<file path="config.mk">
export PLATFORM = sky130hd
export DESIGN_NAME = bp_history_index
export DESIGN_NICKNAME = d
export VERILOG_FILES = /design/src/rtl/bp_history_index.sv
export SDC_FILE = /design/constraint.sdc
export NUM_CORES = 1
export LEC_CHECK = 0
export ABC_AREA = 1
export BUFFER_PORTS_ARGS = -buffer_cell sky130_fd_sc_hd__buf_2
export CORE_ASPECT_RATIO = 0.75
export CORE_MARGIN = 3
export CORE_UTILIZATION = 23
export CTS_CLUSTER_DIAMETER = 50
export DETAILED_ROUTE_END_ITERATION = 10
export GPL_TIMING_DRIVEN = 1
export PLACE_DENSITY = 0.45
export SYNTH_ARGS = -nofsm -noshare
export SYNTH_HDL_FRONTEND = slang
export SYNTH_SLANG_ARGS = --single-unit
</file>
<file path="constraint.sdc">
create_clock -name i_Clk -period 5.76 [get_ports i_Clk]
set_input_delay 0.576 -clock i_Clk [delete_from_list [all_inputs] [get_ports i_Clk]]
set_output_delay 0.576 -clock i_Clk [all_outputs]
set_load 0.02 [all_outputs]
</file>
<file path="src/rtl/bp_history_index.sv">
// Global-history index generator and in-order in-flight branch tracker feeding the 2-bit counter table.
// Define BP_GHR_EN for gshare indexing (PC XOR GHR); leave it undefined for bimodal indexing (PC only).
module bp_history_index #(
   parameter int BPRED_WIDTH = 9,
   parameter int HIST_WIDTH  = 9,
   parameter int DEPTH       = 4
) (
   input  logic                   i_Clk,
   input  logic                   i_Reset,
   input  logic [31:0]            i_PC,
   input  logic                   i_Predict_Valid,
   input  logic                   i_Prediction,
   output logic [BPRED_WIDTH-1:0] o_Index,
   output logic                   o_Full,
   input  logic                   i_Resolve_Valid,
   input  logic                   i_Resolve_Outcome,
   output logic                   o_Branch_Valid,
   output logic [BPRED_WIDTH-1:0] o_Resolution_Index,
   output logic                   o_Branch_Outcome,
   output logic                   o_Mispredict
);

   localparam int PTR_W = (DEPTH > 1) ? $clog2(DEPTH) : 1;
   localparam int CNT_W = $clog2(DEPTH + 1);
   localparam logic [CNT_W-1:0] FULL_CNT = CNT_W'(DEPTH);

   logic [BPRED_WIDTH-1:0] idxMem_q [DEPTH];
   logic [DEPTH-1:0]       predMem_q;
   logic [PTR_W-1:0]       head_q, head_d;
   logic [PTR_W-1:0]       tail_q, tail_d;
   logic [CNT_W-1:0]       count_q, count_d;

   logic                   branchValid_q;
   logic [BPRED_WIDTH-1:0] resolutionIndex_q;
   logic                   branchOutcome_q;
   logic                   mispredict_q;

   logic                   resolveFire;
   logic                   mispredict;
   logic                   allocFire;
   logic [HIST_WIDTH-1:0]  ghr;
   logic [BPRED_WIDTH-1:0] ghrExt;
   logic                   unusedPcBits;

   assign unusedPcBits = ^{i_PC[31:BPRED_WIDTH+2], i_PC[1:0]};

`ifdef BP_GHR_EN
   logic [HIST_WIDTH-1:0] snapMem_q [DEPTH];
   logic [HIST_WIDTH-1:0] ghr_q, ghr_d;

   function automatic logic [HIST_WIDTH-1:0] shiftIn(input logic [HIST_WIDTH-1:0] hist,
                                                     input logic newBit);
      logic [HIST_WIDTH:0] wide;
      wide = {hist, newBit};
      return wide[HIST_WIDTH-1:0];
   endfunction

   // Recovery rebuilds history from the mispredicted branch's snapshot plus its real direction.
   always_comb begin
      ghr_d = ghr_q;
      if (mispredict) begin
         ghr_d = shiftIn(snapMem_q[head_q], i_Resolve_Outcome);
      end else if (allocFire) begin
         ghr_d = shiftIn(ghr_q, i_Prediction);
      end
   end

   always_ff @(posedge i_Clk) begin
      if (i_Reset) begin
         ghr_q <= '0;
      end else begin
         ghr_q <= ghr_d;
      end
   end

   always_ff @(posedge i_Clk) begin
      if (allocFire) begin
         snapMem_q[tail_q] <= ghr_q;
      end
   end

   assign ghr = ghr_q;
`else
   assign ghr = '0;
`endif

   always_comb begin
      ghrExt = '0;
      ghrExt[HIST_WIDTH-1:0] = ghr;
   end

   assign o_Index = i_PC[BPRED_WIDTH+1:2] ^ ghrExt;
   assign o_Full  = (count_q == FULL_CNT);

   // A correct resolve frees the head slot in the same edge, so a full queue can still accept a branch.
   assign resolveFire = i_Resolve_Valid && (count_q != '0);
   assign mispredict  = resolveFire && (predMem_q[head_q] != i_Resolve_Outcome);
   assign allocFire   = i_Predict_Valid && !mispredict && (!o_Full || resolveFire);

   always_comb begin
      head_d  = head_q;
      tail_d  = tail_q;
      count_d = count_q;
      if (mispredict) begin
         head_d  = '0;
         tail_d  = '0;
         count_d = '0;
      end else begin
         if (resolveFire) begin
            head_d = head_q + PTR_W'(1);
         end
         if (allocFire) begin
            tail_d = tail_q + PTR_W'(1);
         end
         if (allocFire && !resolveFire) begin
            count_d = count_q + CNT_W'(1);
         end else if (!allocFire && resolveFire) begin
            count_d = count_q - CNT_W'(1);
         end
      end
   end

   always_ff @(posedge i_Clk) begin
      if (i_Reset) begin
         head_q  <= '0;
         tail_q  <= '0;
         count_q <= '0;
      end else begin
         head_q  <= head_d;
         tail_q  <= tail_d;
         count_q <= count_d;
      end
   end

   always_ff @(posedge i_Clk) begin
      if (allocFire) begin
         idxMem_q[tail_q]  <= o_Index;
         predMem_q[tail_q] <= i_Prediction;
      end
   end

   // Update port pulses for one cycle per resolve; index and outcome hold between pulses.
   always_ff @(posedge i_Clk) begin
      if (i_Reset) begin
         branchValid_q     <= 1'b0;
         resolutionIndex_q <= '0;
         branchOutcome_q   <= 1'b0;
         mispredict_q      <= 1'b0;
      end else begin
         branchValid_q <= resolveFire;
         mispredict_q  <= mispredict;
         if (resolveFire) begin
            resolutionIndex_q <= idxMem_q[head_q];
            branchOutcome_q   <= i_Resolve_Outcome;
         end
      end
   end

   assign o_Branch_Valid     = branchValid_q;
   assign o_Resolution_Index = resolutionIndex_q;
   assign o_Branch_Outcome   = branchOutcome_q;
   assign o_Mispredict       = mispredict_q;

endmodule

</file>
Word-level counts from Yosys, hierarchy flattened
Memory sizes are Yosys's and may differ from the RTL's. A register that Yosys moved wholly into a read port is not among the register bits.
Index checks and enable logic that the tools add are counted.
Cells by class
  $add $sub $neg: 4
  magnitude comparators: 3
  eq/ne operators: 2
  muxes and demuxes: 9
  reduce and logical (&&, ||, !) cells: 15
Operators with widths (count)
  1-bit logical AND: 7
  2-bit by 3-bit less-than comparator with 1-bit output (second input constant): 2
  3-bit two-way mux: 2
  2-bit by 1-bit adder with 2-bit output (second input constant): 2
  4-bit bitwise mux: 1
  1-bit zero test: 4
  1-bit two-way mux: 4
  3-bit by 1-bit adder with 3-bit output (second input constant): 1
  3-bit == test (second input constant): 1
  3-bit nonzero test: 1
  3-bit by 1-bit subtractor with 3-bit output (second input constant): 1
  1-bit binary-select mux with 2-bit select: 1
  1-bit demux with 2-bit select: 1
  2-bit by 1-bit greater-or-equal comparator with 1-bit output (second input constant): 1
  2-bit nonzero test: 1
  2-bit OR reduction: 1
  1-bit logical OR: 1
  1-bit inequality test: 1
Storage, ports and cells
  register bits: 14
  memory bits (writable): 36
  bits of input ports: 38
  word-level logic and storage cells: 41
  memories: 1
Memory list
  idxMem_q: words 4, bits a word 9, rd ports 1, clocked after Yosys merged registers in 1, wr ports 1, line 27  | logic [BPRED_WIDTH-1:0] idxMem_q [DEPTH];

Logic depth before layout (Yosys ltp)
Gate-level depths: netlist of the first run.
  depth in word-level cells: 11
  gate-level depth with buffers: 16

Worst setup path before layout of the first run
Ideal clock, no wire load.
  kind: flip-flop to flip-flop
  start point: register count_q[0]
  end point: register count_q[1]
  setup time: 114 ps
  arrival time: 2073 ps
  data required time: 5646 ps
  setup slack: 3573 ps
  cell stages (with the launch flop): 12
  path buffers: 0
  cell sequence: dfxtp_1 nor3_1 nand2_1 nand2_1 inv_1 nand2_4 inv_1 ha_1 inv_1 fa_1 nand2_1 a21oi_2
RTL lines
  from (decl): line 31  | logic [CNT_W-1:0] count_q, count_d;
  from (signal assigned): line 131  | count_q <= count_d;
  3-bit == test *: line 93  | assign o_Full = (count_q == FULL_CNT);
  net o_Full: line 14  | output logic o_Full,
  1-bit zero test *: line 98  | assign allocFire = i_Predict_Valid && !mispredict && (!o_Full || resolveFire);
  1-bit logical OR *: line 98
  1-bit logical AND *: line 98
  net allocFire: line 40  | logic allocFire;
  1-bit zero test: line 117  | end else if (!allocFire && resolveFire) begin
  1-bit logical AND: line 117
  2-bit nonzero test (no source line)
Mark *: on every way through the listed nets, which the timed path passes. The rest lies on a longest branch. The select of a mux whose other input is x is not followed.
A chain may end at the register's enable or synchronous reset.

Final worst setup path of the first run
  start point: register head_q[0]
  end point: register count_q[2]
On the way
  longest elaborated chain between the ends: 10
Ends and longest elaborated chain
  from (decl): line 29  | logic [PTR_W-1:0] head_q, head_d;
  from (signal assigned): line 125  | head_q <= '0;
  from (signal assigned): line 129  | head_q <= head_d;
  1-bit binary-select mux with 2-bit select *: line 97  | assign mispredict = resolveFire && (predMem_q[head_q] != i_Resolve_Outcome);
  1-bit two-way mux (implied by the code) *: line 97
  1-bit inequality test *: line 97
  1-bit logical AND *: line 97
  1-bit zero test *: line 98
  1-bit logical AND * (2 in a row): line 98
  net allocFire: line 40
  1-bit zero test: line 117
  1-bit logical AND: line 117
  2-bit nonzero test (no source line)
Marks and branches as above.

==> results.cfg, run 1 <==
[status]
outcome = complete, no violations

[critical_path]
cp-startpoint = head_q[0]$_SDFFE_PP0P_
r2r_start = head_q[0]$_SDFFE_PP0P_
crit_path_max_fanout = 22
cp_slowest_cell = dfxtp_1
max_stage_delay_ns = 0.85
critPathKind = reg -> reg
worstPathArrival_ns = 3.34
regToRegSetupSlack_ns = 2.68
critPathCaptureType = flip-flop
worstPathBufferInverterCount = 3
required_ns = 6.02
r2r-end = count_q[2]$_SDFFE_PP0P_
cp-start-kind = flip-flop
crit_chain = inv_2 -> nand2_1 -> nand3_1 -> nand2_1 -> nand2_2 -> nand3_4 -> nand2_4 -> inv_1 -> ha_1 -> inv_1 -> fa_1 -> a21oi_1 -> o21ai_0 -> xor2_1 -> nor2_1
crit_family = flip-flops
r2r_cells = 15

[hold_path]
holdPathEnd = o_Mispredict$_SDFF_PP0_
hold_class = in -> reg
hold_depth = 2
hold_start = i_Reset

[sta]
fin_crit_ns = 3.08
setup_violations = 0
hold_viol_final = 0
holdWs_ns = 0.462
grt_setup_unrepaired = false
slew_headroom_pct = 30.0
fmax_mhz = 325
finalMaxSlewViolations = 0
skew_ns = 0.00757
timing.final.crit_share_pct = 53.4
worst_pin_slew_ns = 1.05
tns_ns = 0

[placed_design]
routabilityCongestion = 0.696
portBuffers = 36
dpl_cell_area_sq_mm = 0.00267
hpwlAfterDp_um = 3250

[clock_network]
cts_sinks = 59
cts-buffers-inserted = 9
clock_latency_ns = 0.32
cts_buffer_depth = 2
path_clk_slew_ns = 0.05
h-tree-depth = 3
cts_tree = yes
cts_setup_buffers = 0
postCtsHoldBufs = 0
clock_tree.root_cell = clkbuf_16
cts-resized-gates = 0

[logic_synthesis]
async_flop_share_pct = 0
ys_seq_area_share_pct = 64.6
synthCells = 220
synth.distinct_cells = 26
synth_top_area_share_pct = 49.1
synth.most_common_cell = nor2_1
synth_nets = 264
synth_area_per_cell_sq_um = 11.1
synth-edff-count = 40
ys_ff_latch = 59
ys_top_cells_by_count = 48 x nor2_1, 40 x edfxtp_1, 29 x o21ai_0
synth_warnings = 0
synth_top_area_cell = edfxtp_1
ys_top_cells_by_area = edfxtp_1 49%, dfxtp_1 16%, nor2_1 7.4%
synth_top_flop_cell = edfxtp_1
netlist_area_sq_mm = 0.00245

[layout]
fill_cells = 1058
syn_to_final_growth_pct = 19.9
antenna_cells = 0
design_area_sq_mm = 0.00294
final_util_pct = 29.3
final_nets = 294
drive_above_1_share_pct = 25.1

[routing]
viasPerCell = 3.97
remaining_drc_errors = 0
ant_nets = 0
drtPass1Iterations = 4
wl_per_cell_um = 13.2
drt_iter0_drc = 79
vias = 1538
routed_wl_um = 5100

[power]
power_leakage_uw = 0.00114
peakVddDrop_uv = 166
power.density_mw_per_mm2 = 473

[floorplan]
std_cell_rows = 31
initial_utilization_pct = 24.5
die-area_sq_mm = 0.0119
ios = 60
core_sq_mm = 0.0100
die_y_um = 95.3
die_x_um = 125

[global_routing]
grt_usage_pct = 9.62
grt-ovfl-total = 0
grt_antenna_before_repair = 0
grt_pass1_wl_um = 8400
grt_max_degree = 23
grt_pass1_vias = 1498

[flow_run]
drv_cap = 0
where the power goes:
group	switching [uW]	total, uW	leakage [uW]	internal, uW
registers	52.0	592	0.000522	540
clock network	178	463	0.000123	286
logic	226	333	0.000496	107
layout make-up:
cell class	count	area (sq um)	share of cell area, %
clock inverters	6	32.5	1.11
repair buffers	36	180	6.14
clock buffers	10	229	7.80
well taps	132	165	5.63
inverters	19	71.3	2.43
flip-flops and latches	59	1580	53.9
multi-input cells	125	676	23.0
per-stage QoR:
step | std cells | total power, uW | setup WS, ns
global route | 387 | 1490 | 2.27
CTS | 387 | 1410 | 2.53
detailed placement | 371 | 943 | 2.53
floorplan | 220 | 852 | 3.57
finish | 387 | 1390 | 2.68
global placement | 371 | 939 | 2.57
cells by family (layout without fill, tap and decap cells):
logic type	Yosys count	in the layout	synth area share, %
xor+xnor	2	2	0.716
fa+ha+maj	6	6	3.37
simple gates	74	74	13.8
buf+inv	36	71	7.77
flops	59	59	64.6
compound gates	43	43	9.71
state kept, by name, summed over array words and instances, names as in the netlist:
| signal | cells |
|---|---|
| o_Resolution_Index | 9 |
| o_Branch_Valid | 1 |
| count_q | 3 |
| tail_q | 2 |
| o_Branch_Outcome | 1 |
| predMem_q | 4 |
| o_Mispredict | 1 |
| head_q | 2 |
| idxMem_q | 36 |
metal layers:
metal  track usage (%)  part of all wire, %
met1              12.2                   51
met2              14.5                   43
met3              4.37                  3.8
met4              3.52                  1.4
met5                 0                    0
worst max-delay path by stage:
| stage | cells after the start | end |
|---|---|---|
| floorplan | 11 | count_q[1]$_SDFFE_PP0P_ |
| global placement | 8 | idxMem_q[1][5]$_DFFE_PP_ |
| detailed placement | 8 | idxMem_q[1][5]$_DFFE_PP_ |
| CTS | 8 | idxMem_q[1][1]$_DFFE_PP_ |
| global route | 15 | count_q[2]$_SDFFE_PP0P_ |
| finish | 15 | count_q[2]$_SDFFE_PP0P_ |
cells in the final DEF (no fill, tap or decap), drive strengths merged:
cell	n
a31oi	9
ha	5
dfxtp	19
xor2	2
o21ai	29
clkinv	4
nor2	48
clkinvlp	2
nand3	6
clkbuf	10
a21oi	5
buf	36
nor3	2
fa	1
nand2	18
edfxtp	40
inv	19
No activity file was read; power rests on OpenSTA's default activity.
==> run 2: changes to the inputs <==
- clock period: 5.76 -> 3.2 ns (I/O delays scaled with it)
==> results.cfg, run 2 (synthesis results as in run 1) <==
[sta]
skew_ns = 0.00305
worst_pin_slew_ns = 0.471
timing.final.crit_share_pct = 81.1
setup_violations = 0
tns_ns = 0
grt_setup_unrepaired = false
fmax_mhz = 385
finalMaxSlewViolations = 0
hold_viol_final = 0
fin_crit_ns = 2.59
slew_headroom_pct = 68.6

[hold_path]
hold_depth = 2
hold_start = i_Reset
holdPathEnd = o_Branch_Valid$_SDFF_PP0_
hold_class = in -> reg

[clock_network]
path_clk_slew_ns = 0.05
clock_tree.root_cell = clkbuf_16
cts-resized-gates = 0
cts_buffer_depth = 2
cts_tree = yes
cts_setup_buffers = 0
postCtsHoldBufs = 0
cts_sinks = 59
h-tree-depth = 3
clock_latency_ns = 0.33
cts-buffers-inserted = 9

[global_routing]
grt_pass1_wl_um = 8480
grt_max_degree = 23
grt_usage_pct = 9.67
grt_pass1_vias = 1579
grt_antenna_before_repair = 0
grt-ovfl-total = 0

[floorplan]
initial_utilization_pct = 24.5
std_cell_rows = 31
core_sq_mm = 0.0100
die-area_sq_mm = 0.0119
die_x_um = 125
ios = 60
die_y_um = 95.3

[layout]
syn_to_final_growth_pct = 24.4
largest_register_ffs = 36
final_nets = 301
drive_above_1_share_pct = 27.9
mostFrequentLayoutCell = nor2_1
final_cell_mix = 48 x nor2_1, 40 x edfxtp_1, 36 x buf_2, 29 x o21ai_0, 19 x dfxtp_1
final_util_pct = 30.4
antenna_cells = 0
fill_cells = 1066
regMostFlops = idxMem_q

[critical_path]
crit_family = simple AND/OR/NAND/NOR gates
crit_chain = inv_2 -> nand2_1 -> nand3_1 -> nand2_1 -> nand2_2 -> nand3_4 -> nand2_4 -> inv_1 -> ha_1 -> inv_1 -> fa_1 -> a21oi_1 -> o21ai_0 -> xor2_1 -> nor2_1
worstPathArrival_ns = 2.81
r2r-end = count_q[2]$_SDFFE_PP0P_
r2r_cells = 15
critPathCaptureType = flip-flop
max_stage_delay_ns = 0.54
cp-start-kind = flip-flop
worstPathBufferInverterCount = 3
cp_slowest_cell = dfxtp_1
regToRegSetupSlack_ns = 0.61
required_ns = 3.42
r2r_start = head_q[0]$_SDFFE_PP0P_
critPathKind = reg -> reg
crit_path_max_fanout = 21

[placed_design]
routabilityCongestion = 0.684
hpwlAfterDp_um = 3380
portBuffers = 36

[routing]
remaining_drc_errors = 0
vias = 1549
viasPerCell = 3.93
routed_wl_um = 5260
drt_iter0_drc = 90
wl_per_cell_um = 13.4
ant_nets = 0
drtPass1Iterations = 4

[power]
power_leakage_uw = 0.00121
power.density_mw_per_mm2 = 891
peakVddDrop_uv = 250

[flow_run]
drv_cap = 0

[status]
outcome = complete, no violations
==> run 2: cell types whose count changed in the layout (fill, tap and decap cells not counted), sizes merged <==
cell | previous run | this run
clkinv | 4 | 3
buf | 36 | 43
clkinvlp | 2 | 1
bufinv | 0 | 2
==> run 2: per-stage QoR <==
| step | setup slack [ns] | hold WS, ns | cell area (sq um) | total power, uW | instances |
|---|---|---|---|---|---|
| after floorplan | 1.01 | 0.392 | 2450 | 1530 | 220 |
| after global placement | 0.661 | 0.512 | 2730 | 1710 | 378 |
| after detailed placement | 0.628 | 0.519 | 2730 | 1720 | 378 |
| after CTS | 0.619 | 0.196 | 3050 | 2750 | 394 |
| after global routing | 0.378 | 0.203 | 3050 | 2890 | 394 |
| final | 0.606 | 0.204 | 3050 | 2710 | 394 |
==> run 2: layer usage <==
| layer | GRT usage, % | share of wire [%] | up-vias |
|---|---|---|---|
| li1 | - | - | 812 |
| met5 | 0 | 0 | - |
| met3 | 3.92 | 4.4 | 8 |
| met4 | 4.33 | 2.0 | 0 |
| met1 | 11.5 | 48 | 700 |
| met2 | 15.6 | 46 | 29 |
==> run 2: how the worst max path moves through the flow <==
stage,cells after the start,from,slack (ns),endpoint
after floorplan,11,count_q[0]$_SDFFE_PP0P_,1.01,count_q[1]$_SDFFE_PP0P_
final,15,head_q[0]$_SDFFE_PP0P_,0.61,count_q[2]$_SDFFE_PP0P_
after CTS,15,head_q[0]$_SDFFE_PP0P_,0.62,count_q[2]$_SDFFE_PP0P_
after global routing,15,head_q[0]$_SDFFE_PP0P_,0.38,count_q[2]$_SDFFE_PP0P_
after detailed placement,15,head_q[0]$_SDFFE_PP0P_,0.63,count_q[2]$_SDFFE_PP0P_
after global placement,15,head_q[0]$_SDFFE_PP0P_,0.66,count_q[2]$_SDFFE_PP0P_
==> run 2: area by class of cell <==
type	instances	area, sq um	area share, %
Timing Repair Buffer	43	233	7.64
Tap cell	132	165	5.42
Clock inverter	6	90.1	2.96
Clock buffer	10	229	7.52
Inverter	19	71.3	2.34
Multi-Input combinational cell	125	676	22.2
Sequential cell	59	1580	51.9
==> run 2: power by group <==
group	switching (uW)	internal, uW	leakage [uW]
clock	334	682	0.000153
combinational	440	216	0.000532
sequential	72.3	969	0.000522
==> run 3: changes to the inputs <==
- ABC_AREA: 1 -> 0
- PLACE_DENSITY: 0.45 -> 0.46
- clock period: 3.2 -> 2.1 ns (I/O delays scaled with it)
==> results.cfg, run 3 <==
[floorplan]
ios = 60
initial_utilization_pct = 24.2
die-area_sq_mm = 0.0117
die_x_um = 124
die_y_um = 94.4
std_cell_rows = 31
core_sq_mm = 0.00989

[critical_path]
crit_path_max_fanout = 2
max_stage_delay_ns = 0.50
cp-start-kind = flip-flop
critPathKind = reg -> reg
crit_chain = mux4_2 -> xor2_2 -> a211oi_2 -> ha_2 -> inv_2 -> fa_2 -> xor2_1 -> or3_1 -> a221oi_2
required_ns = 2.34
critPathCaptureType = flip-flop
cp_slowest_cell = mux4_2
crit_family = adder cells
worstPathBufferInverterCount = 1
worstPathArrival_ns = 2.77

[sta]
setup_slack_ns = -0.434
hold_viol_final = 0
tns_ns = -0.591
skew_ns = 0.00499
timing.final.crit_share_pct = 121
fmax_mhz = 395
finalMaxSlewViolations = 0
worst_pin_slew_ns = 0.381
setup_violations = 2
grt_setup_unrepaired = true
slew_headroom_pct = 74.6
fin_crit_ns = 2.53
holdWs_ns = 0.106

[clock_network]
cts_setup_buffers = 0
clock_latency_ns = 0.32
cts_sinks = 59
clock_tree.root_cell = clkbuf_16
cts-buffers-inserted = 9
h-tree-depth = 3
cts_tree = yes
cts_buffer_depth = 2
postCtsHoldBufs = 0
path_clk_slew_ns = 0.05

[global_routing]
grt-ovfl-total = 0
gr-usage-met3_pct = 5.15
grt_antenna_before_repair = 0
grt_max_degree = 19
grt_pass1_wl_um = 7820
use_met1_pct = 13.1
grt_pass1_vias = 1455
grt_usage_pct = 9.41
met2_usage_pct = 12.6
busiest_layer = met1

[routing]
vias = 1429
routed_wl_um = 4920
drtPass1Iterations = 4
drt_iter0_drc = 44
viasPerCell = 4.07
wl_per_cell_um = 14.0
ant_nets = 0
remaining_drc_errors = 0

[logic_synthesis]
synth_nets = 208
synthSimpleGateAreaFrac_pct = 6.43
netlist_area_sq_mm = 0.00239
synthCells = 164
synth_area_per_cell_sq_um = 14.6
synth_top_area_share_pct = 50.2
ys_seq_area_share_pct = 66.0
synth.most_common_cell = edfxtp_1
ys_ff_latch = 59
synth_warnings = 0
synth-compound-area-share_pct = 7.11
async_flop_share_pct = 0
synth_top_area_cell = edfxtp_1
ys_top_cells_by_count = 40 x edfxtp_1, 20 x nand2_1, 19 x dfxtp_1
yosys.area_share.xor_xnor_pct = 1.46
synth-edff-count = 40
synth_top_family_by_area = multiplexers
synthMuxAreaShare_pct = 9.82
synth-adder-area-share_pct = 3.45
ys_top_cells_by_area = edfxtp_1 50%, dfxtp_1 16%, mux4_2 9.4%
synth_top_flop_cell = edfxtp_1
synth.distinct_cells = 28

[placed_design]
hpwlAfterDp_um = 3390
routabilityCongestion = 0.687
portBuffers = 36
dpl_cell_area_sq_mm = 0.00280

[power]
power.density_mw_per_mm2 = 1340
peakVddDrop_uv = 489
p_total_uw = 4220
power_leakage_uw = 0.00117

[layout]
antenna_cells = 0
largest_register_ffs = 36
fill_cells = 993
mostFrequentLayoutCell = edfxtp_1
final_cell_mix = 40 x edfxtp_1, 36 x buf_2, 20 x nand2_1, 20 x buf_4, 18 x dfxtp_1
drive_above_1_share_pct = 41.6
design_area_sq_mm = 0.00315
final_util_pct = 31.9
syn_to_final_growth_pct = 31.6
regMostFlops = idxMem_q
final_nets = 258

[status]
violations = negative setup slack
outcome = finished with violations

[flow_run]
drv_cap = 0

[hold_path]
hold_class = in -> reg
-- run 3: layout make-up --
type                       count  area (sq um)  share of cell area [%]
clock inverter                 6           104                    3.30
inverter                       6          22.5                   0.715
clock buffer                  10           229                    7.27
sequential                    59          1580                    50.2
tap                          132           165                    5.24
multi-input combinational     81           706                    22.4
timing repair buffer          57           342                    10.8
-- run 3: worst reg2reg max path: cells and delay by family, from the launching register on --
kind                     cells  cell delay, ns
AO/OA/AOI/OAI                2            0.38
XOR/XNOR                     2            0.32
adder cells (fa/ha/maj)      2            0.53
buffers and inverters        1            0.04
flip-flops                   1            0.36
multiplexers                 1            0.50
AND/OR/NAND/NOR              1            0.32
-- run 3: path summary, 6_finish.rpt --
check	start	to	slack [ns]	depth (start not counted)
worst max-delay path	predMem_q[3]$_DFFE_PP_	count_q[2]$_SDFFE_PP0P_	-0.43	9
worst min register to register	o_Resolution_Index[4]$_SDFFE_PP0P_	o_Resolution_Index[4]$_SDFFE_PP0P_	0.45	2
worst max register to register	predMem_q[3]$_DFFE_PP_	count_q[2]$_SDFFE_PP0P_	-0.43	9
worst min-delay path	i_Prediction	predMem_q[3]$_DFFE_PP_	0.11	1
-- run 3: metrics by stage --
| stage | cells | worst slack [ns] |
|---|---|---|
| 6_report | 351 | -0.434 |
| 5_1_grt | 351 | -0.556 |
| 4_1_cts | 351 | -0.453 |
| 3_5_place_dp | 335 | -0.498 |
| 3_3_place_gp | 335 | -0.453 |
| 2_1_floorplan | 164 | -0.595 |
-- run 3: kinds of logic (layout without fill, tap and decap cells) --
group	after synthesis	in the layout
and+or+nand+nor	33	33
AOI/OAI and AO/OA	27	27
buffers and inverters	24	79
xor gates and xnor gates	4	4
DFF	59	59
muxes	11	11
adders and majority gates	6	6
-- run 3: where the power goes --
group	internal, uW	switching, uW	total, uW
sequential	1430	64.0	1490
clock	1150	480	1630
combinational	490	613	1100
-- run 3: repair_timing --
action,in CTS,in global routing
gates cloned,0,0
gates resized for setup,1,2
pin swaps,2,1
endpoints found under the setup margin,2,3
-- run 3: metal layers --
layer | part of all wire (%) | vias up
li1 | - | 706
met1 | 53 | 681
met2 | 39 | 37
met3 | 6.5 | 5
met4 | 1.2 | 0
met5 | 0 | -
